`src/rtl/adc_ltc2308_seq.sv`:
```
// rtl/adc_ltc2308_seq.sv - LTC2308 conversion sequencer and serial engine
//
// Purpose: accepts burst commands (channel, mode, count), runs CONVST/SCK/SDI
// frames against an LTC2308, deserialises SDO and emits tagged samples on a
// valid/ready stream. The ADC applies a config word one frame late, so a
// priming frame is inserted whenever the ADC does not already hold the
// requested word; its result is discarded.
//
// Ports:
//   clock, reset_in                      single clock, synchronous active-high reset
//   cmd_valid/cmd_ready                  command handshake (ready only in IDLE)
//   cmd_channel/cmd_single/cmd_unipolar  requested channel and mode
//   cmd_count                            samples to take (0 = no frame)
//   smp_valid/smp_ready                  sample handshake
//   smp_data/smp_channel/smp_last        sample, channel tag, final-of-burst flag
//   busy                                 sequencer not IDLE
//   ADC_CONVST_o/ADC_SCK_o/ADC_SDI_o     ADC control outputs (registered)
//   ADC_SDO_i                            ADC serial data in
module adc_ltc2308_seq #(
    parameter int SCK_DIV     = 2,
    parameter int CONV_CYCLES = 80,
    parameter int ACQ_CYCLES  = 13,
    parameter int CNT_W       = 12
) (
    input  logic             clock,
    input  logic             reset_in,
    input  logic             cmd_valid,
    output logic             cmd_ready,
    input  logic [2:0]       cmd_channel,
    input  logic             cmd_single,
    input  logic             cmd_unipolar,
    input  logic [CNT_W-1:0] cmd_count,
    output logic             smp_valid,
    input  logic             smp_ready,
    output logic [11:0]      smp_data,
    output logic [2:0]       smp_channel,
    output logic             smp_last,
    output logic             busy,
    output logic             ADC_CONVST_o,
    output logic             ADC_SCK_o,
    output logic             ADC_SDI_o,
    input  logic             ADC_SDO_i
);

    localparam logic [2:0] S_IDLE = 3'd0;
    localparam logic [2:0] S_CONV = 3'd1;
    localparam logic [2:0] S_XFER = 3'd2;
    localparam logic [2:0] S_ACQ  = 3'd3;
    localparam logic [2:0] S_EMIT = 3'd4;
    localparam logic [2:0] S_NONE = 3'd5;   // one-clock pass-through for count = 0

    localparam int TMR_W = 16;
    localparam logic [TMR_W-1:0] CONV_LAST = TMR_W'(CONV_CYCLES - 1);
    localparam logic [TMR_W-1:0] ACQ_LAST  = TMR_W'(ACQ_CYCLES - 1);
    localparam logic [TMR_W-1:0] PH_LAST   = TMR_W'(SCK_DIV - 1);

    logic [2:0]       state;
    logic [TMR_W-1:0] tmr;
    logic [3:0]       bit_cnt;
    logic [4:0]       sdi_sr;
    logic [10:0]      rx_sr;
    logic             sdo_r;
    logic [5:0]       cur_word;
    logic [2:0]       cur_ch;
    logic [CNT_W-1:0] left;
    logic             priming;
    logic [5:0]       cfg_loaded;
    logic             cfg_ok;
    logic             convst;
    logic             sck;
    logic             sdi;
    logic [5:0]       req_word;

    // LTC2308 config word: S/D, O/S, S1, S0, UNI, SLP
    assign req_word = {cmd_single, cmd_channel[0], cmd_channel[2], cmd_channel[1],
                       cmd_unipolar, 1'b0};

    assign cmd_ready    = (state == S_IDLE);
    assign busy         = (state != S_IDLE);
    assign smp_valid    = (state == S_EMIT);
    assign ADC_CONVST_o = convst;
    assign ADC_SCK_o    = sck;
    assign ADC_SDI_o    = sdi;

    always_ff @(posedge clock) begin
        if (reset_in) begin
            state       <= S_IDLE;
            tmr         <= '0;
            bit_cnt     <= '0;
            sdi_sr      <= '0;
            rx_sr       <= '0;
            sdo_r       <= 1'b0;
            cur_word    <= '0;
            cur_ch      <= '0;
            left        <= '0;
            priming     <= 1'b0;
            cfg_loaded  <= '0;
            cfg_ok      <= 1'b0;
            convst      <= 1'b0;
            sck         <= 1'b0;
            sdi         <= 1'b0;
            smp_data    <= '0;
            smp_channel <= '0;
            smp_last    <= 1'b0;
        end else begin
            sdo_r <= ADC_SDO_i;
            case (state)
                S_IDLE: begin
                    if (cmd_valid) begin
                        cur_word <= req_word;
                        cur_ch   <= cmd_channel;
                        left     <= cmd_count;
                        if (cmd_count == '0) begin
                            state <= S_NONE;
                        end else begin
                            state   <= S_CONV;
                            convst  <= 1'b1;
                            tmr     <= '0;
                            // ADC must already hold this word, otherwise the
                            // first frame only loads it and its data is dropped
                            priming <= !cfg_ok || (cfg_loaded != req_word);
                        end
                    end
                end
                S_NONE: begin
                    state <= S_IDLE;
                end
                S_CONV: begin
                    if (tmr == CONV_LAST) begin
                        state   <= S_XFER;
                        convst  <= 1'b0;
                        tmr     <= '0;
                        bit_cnt <= '0;
                        sdi     <= cur_word[5];
                        sdi_sr  <= cur_word[4:0];
                    end else begin
                        tmr <= tmr + TMR_W'(1);
                    end
                end
                S_XFER: begin
                    if (tmr == PH_LAST) begin
                        tmr <= '0;
                        if (!sck) begin
                            sck <= 1'b1;
                        end else begin
                            // falling SCK: capture SDO, present next config bit
                            sck     <= 1'b0;
                            sdi     <= sdi_sr[4];
                            sdi_sr  <= {sdi_sr[3:0], 1'b0};
                            rx_sr   <= {rx_sr[9:0], sdo_r};
                            bit_cnt <= bit_cnt + 4'd1;
                            if (bit_cnt == 4'd11) begin
                                state      <= S_ACQ;
                                sdi        <= 1'b0;
                                cfg_loaded <= cur_word;
                                cfg_ok     <= 1'b1;
                                if (!priming) begin
                                    smp_data    <= {rx_sr, sdo_r};
                                    smp_channel <= cur_ch;
                                    smp_last    <= (left == CNT_W'(1));
                                end
                            end
                        end
                    end else begin
                        tmr <= tmr + TMR_W'(1);
                    end
                end
                S_ACQ: begin
                    if (tmr == ACQ_LAST) begin
                        tmr <= '0;
                        if (priming) begin
                            priming <= 1'b0;
                            state   <= S_CONV;
                            convst  <= 1'b1;
                        end else begin
                            state <= S_EMIT;
                        end
                    end else begin
                        tmr <= tmr + TMR_W'(1);
                    end
                end
                S_EMIT: begin
                    if (smp_ready) begin
                        if (left == CNT_W'(1)) begin
                            state <= S_IDLE;
                        end else begin
                            left   <= left - CNT_W'(1);
                            state  <= S_CONV;
                            convst <= 1'b1;
                            tmr    <= '0;
                        end
                    end
                end
                default: begin
                    state <= S_IDLE;
                end
            endcase
        end
    end

endmodule

```
`config.mk`:
```
export PLATFORM = sky130hd
export DESIGN_NAME = adc_ltc2308_seq
export DESIGN_NICKNAME = d
export VERILOG_FILES = /design/src/rtl/adc_ltc2308_seq.sv
export SDC_FILE = /design/constraint.sdc
export NUM_CORES = 1
export LEC_CHECK = 0
export ABC_AREA = 1
export BUFFER_PORTS_ARGS = -buffer_cell sky130_fd_sc_hd__buf_2
export CAP_MARGIN = 20
export CORE_ASPECT_RATIO = 1.2
export CORE_UTILIZATION = 40
export CTS_CLUSTER_SIZE = 14
export DETAILED_ROUTE_END_ITERATION = 16
export GPL_ROUTABILITY_DRIVEN = 1
export SLEW_MARGIN = 20
export SYNTH_ARGS = -nofsm -noshare
export SYNTH_HDL_FRONTEND = slang
export SYNTH_SLANG_ARGS = --single-unit
```
`constraint.sdc`:
```
create_clock -name clock -period 3.8 [get_ports clock]
set_clock_uncertainty 0.15 [all_clocks]
set_input_delay 0.19 -clock clock [delete_from_list [all_inputs] [get_ports clock]]
set_output_delay 0.19 -clock clock [all_outputs]
set_load 0.05 [all_outputs]
```
==> impl_metrics.ini, run 1 <==
[synth]
synthSimpleGateAreaFrac = 0.356
synth_top_family_by_area = simple AND/OR/NAND/NOR gates
synth_area_per_cell_um2 = 6.91
synth_top_area_frac = 0.361
yosysWarnings = 0
seq_area_frac_synth = 0.361
async_flop_share = 0
synth_compound_gate_area_share = 0.155
syn-num-nets = 685
synth_adder_area_share = 0.0165
synth_top_area_cell = dfxtp_1
yosys-top-cells-area = dfxtp_1 (36%), nand2_1 (11%), nor2_1 (7.9%)
synth_cell_types = 35
syn_area_um2 = 4540
synth_enable_flop_cells = 0
synthMuxAreaShare = 0.00441
ys.flop_type = dfxtp_1
synth-seq-cells = 82
syn_inst = 657
yosys.area_share.xor_xnor = 0.0193

[grt]
grt_pass1_wl_um = 18400
grt_pass1_vias = 4100
grt_usage = 0.194
overflow = 0
antenna_found_initial = 0
grt_max_degree = 48

[power]
seqPwrFrac = 0.349
ir_drop_mv = 0.280
intPower_mw = 1.82
p_leak_nw = 2.12
p_per_area_nw_per_um2 = 610
switchingPower_mw = 1.28
p_clk_frac = 0.285
pwr-share-comb = 0.366
switching_share = 0.413

[outcome]
status = complete, no violations

[placement]
gp_congestion = 0.841
io_buffers = 43
post-dp-hpwl_um = 7610

[setup_path]
r2r-start = state[1]
cp_data_required_time_ns = 3.88
critPathLaunchType = register
r2r_slack_ns = 1.25
worstSetupStartpoint = state[1]
cp-end-kind = register
worst-path-max-fanout = 32
arrival_ns = 2.63
path_class = reg2reg

[clock_tree]
htreeDepth = 3
numClockSinks = 82
cts_made_buffers = 9
insertion_delay_ns = 0.34
clockRootBuffer = clkbuf_16
postCtsHoldBufs = 1
postCtsSetupBuffers = 0
clockBufferDepth = 2
cts_resized = 0
path_clk_slew_ns = 0.06
cts_tree = yes

[floorplan]
die_h_um = 119
start_util = 0.412
core_um2 = 11000
die_x_um = 99.3
fp-row-count = 42
dieArea_um2 = 11800
io_pins = 44

[drt]
route.detailed.drc = 0
postRouteAntennaNets = 0
via_count = 4237
wl_per_cell_um = 13.0
drtPass1Iterations = 4
vias_per_cell = 5.15
routed_wl_um = 10700
drt-initial-drc-count = 191

[cells_and_area]
multiInputGateArea_um2 = 2500
fillers = 1115
n_antenna_cell = 0
nets = 714
drive_above_1_share = 0.146
area_growth_pct = 12.0
seqCellArea_um2 = 1640

[sta]
period_share = 0.672
hold_slack_ns = 0.00472
worst_pin_slew_ns = 0.966
final-setup-viol-count = 0
drv_slew = 0
setup_tns_ns = 0
fmax_mhz = 392
relSlewSlack = 0.355
hold_viol_final = 0
rsz0062_at_grt = false
period_needed_ns = 2.55

[hold_path]
min_from = cmd_count[5]
hold_path.class = in2reg

[flow_run]
cap_violations = 0
## power by group through the flow
stage               combinational, mW  clock (mW)  sequential, mW
floorplan                       0.917           0            1.10
global placement                 1.12           0            1.10
detailed placement               1.13           0            1.10
CTS                              1.14       0.902            1.08
global route                     1.28       0.936            1.10
finish                           1.14       0.886            1.08
## registers in the layout (all words and copies together) (netlist names), 2 cells and up
| name | flops |
|---|---|
| bit_cnt | 4 |
| cfg_loaded | 5 |
| cur_ch | 2 |
| cur_word | 3 |
| left | 12 |
| rx_sr | 11 |
| sdi_sr | 4 |
| smp_channel | 3 |
| smp_data | 12 |
| state | 3 |
| tmr | 16 |
## per-layer routing
metal	GRT usage	vias up	wire [um]	share of wire
met5	0	-	0	0
met4	0.0809	0	245	0.023
met3	0.0373	17	288	0.027
met2	0.339	68	5290	0.50
met1	0.230	1937	4840	0.45
li1	-	2215	-	-
## metrics by stage
stage	setup slack, ns	power, mW	cell area [um^2]	instances	util
after floorplan	1.88	2.02	4540	657	-
after global placement	1.37	2.21	4770	806	0.433
after detailed placement	1.28	2.23	4770	806	0.433
after CTS	1.25	3.13	5090	823	0.461
after global routing	0.999	3.32	5090	823	0.461
final	1.25	3.10	5090	823	0.461
## logic make-up after synthesis
family	after synthesis
simple gates	338
compound gates	131
buf+inv	88
flops	82
xor+xnor	10
fa+ha+maj	6
mux	2
## cell usage after synthesis (5+ instances only)
library cell	instances
nand2_1	136
nor2_1	96
dfxtp_1	82
a21oi_1	63
inv_1	52
o21ai_0	44
nand3_1	36
nand4_1	23
nor3_1	17
buf_2	11
o21ai_1	11
clkbuf_1	9
ha_1	6
nand2_2	6
xor2_1	6
nand2_4	5
nor2_4	5
o21bai_1	5
## area by class of cell
type / count / area share
Tap cell: 132 / 0.0325
Clock buffer: 9 / 0.0443
Inverter: 60 / 0.0462
Multi-Input combinational cell: 487 / 0.492
Timing Repair Buffer: 46 / 0.0472
Sequential cell: 82 / 0.323
Clock inverter: 7 / 0.0153
## worst max-delay path: stages (launching register included)
cell and delay, ns:
dfxtp_1 0.58, nand3_4 0.20, inv_4 0.31, nand3_4 0.23
nor2_2 0.45, nand2_1 0.23, o21ai_0 0.22, a21oi_1 0.06
## placed cells by master, fill, tap and decap left out, drive strengths merged, types with 3 or more instances in the layout
cell type and instances:
nand2 147, nor2 108, dfxtp 82, a21oi 65, inv 62, o21ai 55
buf 45, nand3 41, nand4 24, nor3 17, clkbuf 9, xor2 6
ha 6, o21bai 5, xnor2 4, o2111ai 4, clkinv 3
## worst paths after layout
path | endpoint | depth (start not counted)
setup / recovery | cfg_loaded[3] | 7
setup reg to reg | cfg_loaded[3] | 7
hold / removal | left[5] | 3
hold reg to reg | smp_data[5] | 2
Power figures use the tool's default switching activity.
==> run 2, diff against run 1 <==
==> constraint.sdc (replaced) <==
create_clock -name clock -period 2.7 [get_ports clock]
set_clock_uncertainty 0.15 [all_clocks]
set_input_delay 0.135 -clock clock [delete_from_list [all_inputs] [get_ports clock]]
set_output_delay 0.135 -clock clock [all_outputs]
set_load 0.05 [all_outputs]
==> run 2 against run 1 <==
Wire length increased by 0.71%; worst setup slack got worse by 0.69 ns; total power increased by 42%; clock power increased by 47%; non-clock buffer count increased by 9; via count increased by 2.4%.
==> impl_metrics.ini, run 2 (synthesized netlist as in run 1, its figures left out) <==
[sta]
setup_tns_ns = 0
hold_viol_final = 0
rsz0062_at_grt = false
fmax_mhz = 467
period_share = 0.793
setup_slack_ns = 0.559
drv_slew = 0
final-setup-viol-count = 0
worst_pin_slew_ns = 1.01
period_needed_ns = 2.14
relSlewSlack = 0.328

[clock_tree]
cts_tree = yes
path_clk_slew_ns = 0.06
cts_resized = 0
cts_made_buffers = 9
htreeDepth = 3
clockRootBuffer = clkbuf_16
insertion_delay_ns = 0.33
clockBufferDepth = 2
numClockSinks = 82
postCtsSetupBuffers = 0

[grt]
antenna_found_initial = 0
grt_pass1_wl_um = 18600
grt_pass1_vias = 4103
grt_max_degree = 48
grt_usage = 0.195
overflow = 0

[cells_and_area]
final_common_cell = nand2_1
n_antenna_cell = 0
largest_registers = tmr: 16 flops, left: 12 flops, smp_data: 12 flops
layout_common_cells = nand2_1 (136), nor2_1 (96), dfxtp_1 (82), a21oi_1 (63), inv_1 (52)
area_growth_pct = 14.1
fin_area_um2 = 5180
largest_register = tmr
drive_above_1_share = 0.142
fillers = 1122
nets = 723
largest_register_ffs = 16

[power]
switching_share = 0.397
intPower_mw = 2.66
p_clk_frac = 0.294
pwr-share-comb = 0.359
ir_drop_mv = 0.348
p_leak_nw = 2.16
switchingPower_mw = 1.75
seqPwrFrac = 0.347
p_per_area_nw_per_um2 = 852
total_power_mw = 4.41

[setup_path]
path_class = reg2reg
crit_path_frequent_cell = nand3_4
critPathLaunchType = register
worst-path-max-fanout = 32
cpPeakStageDelay_ns = 0.58
r2r_cells = 7
cp-end-kind = register
cp_data_required_time_ns = 2.77
cp_cell_sequence = nand3_4, inv_4, nand3_4, nor2_2, nand2_1, o21ai_0, a21oi_1
arrival_ns = 2.21
critPathSlowestCell = dfxtp_1

[placement]
gp_congestion = 0.823
dp_slack_ns = 0.560
post-dp-hpwl_um = 7650
dpl_cell_area_um2 = 4780
io_buffers = 43

[drt]
route.detailed.drc = 0
wl_per_cell_um = 12.9
drtPass1Iterations = 7
routed_wl_um = 10700
drt-initial-drc-count = 212
via_count = 4340
vias_per_cell = 5.22
postRouteAntennaNets = 0

[hold_path]
min_path_cells = 5
hold_path.class = in2reg

[floorplan]
die_h_um = 119
fp-row-count = 42
io_pins = 44
die_x_um = 99.3
dieArea_um2 = 11800
core_um2 = 11000
start_util = 0.412

[outcome]
status = complete, no violations

[flow_run]
cap_violations = 0
==> run 2: changes by cell type in the layout (fill, tap and decap cells not counted) <==
cell | before | now
clkinvlp_4 | 1 | 0
clkinv_2 | 1 | 0
inv_6 | 2 | 0
buf_4 | 2 | 3
dlygate4sd3_1 | 1 | 9
clkbuf_1 | 0 | 2
bufinv_16 | 1 | 2
==> run 2: per-layer routing <==
layer,global-route usage,share of wire,vias to the layer above
met3,0.0319,0.027,16
li1,-,-,2236
met5,0,0,-
met1,0.243,0.45,2015
met2,0.332,0.50,73
met4,0.0781,0.020,0
==> run 2: what timing repair did <==
action | CTS | global route
hold buffers | 9 | 0
endpoints found under the hold margin | 9 | 0
endpoints found under the setup margin | 0 | 0
==> run 2: final cells by class <==
class,count,area [um^2],area share
clock buffers,11,233,0.0449
clock inverters,4,77.6,0.0150
inverters,60,235,0.0454
multi-input cells,487,2500,0.483
flip-flops and latches,82,1640,0.317
well taps,132,165,0.0319
repair buffers,55,328,0.0633
==> run 2: per-stage QoR <==
step | utilization | instances | hold WS (ns)
2_1_floorplan | - | 657 | 0.0920
3_3_place_gp | 0.433 | 807 | 0.206
3_5_place_dp | 0.433 | 807 | 0.212
4_1_cts | 0.470 | 831 | 0.0176
5_1_grt | 0.470 | 831 | 0.0415
6_report | 0.470 | 831 | 0.0131
==> run 2: worst max-delay path, delay by kind of cell, from the launching register on <==
kind,cells,cell delay [ns]
AND/OR/NAND/NOR,4,0.73
buffers and inverters,1,0.31
AO/OA/AOI/OAI,2,0.26
flip-flops,1,0.58
==> run 2: path summary, 6_finish.rpt <==
kind / startpoint / end / slack, ns
worst max register to register: state[1] / cfg_loaded[3] / 0.56
worst max-delay path: state[1] / cfg_loaded[3] / 0.56
worst min register to register: smp_data[0] / smp_data[0] / 0.31
worst min-delay path: cmd_count[8] / left[8] / 0.01
==> run 2: power groups by stage <==
stage | sequential, mW | combinational, mW | clock (mW)
6_report | 1.53 | 1.59 | 1.30
5_1_grt | 1.56 | 1.78 | 1.38
4_1_cts | 1.53 | 1.60 | 1.33
3_5_place_dp | 1.56 | 1.58 | 0
3_3_place_gp | 1.55 | 1.56 | 0
2_1_floorplan | 1.55 | 1.29 | 0
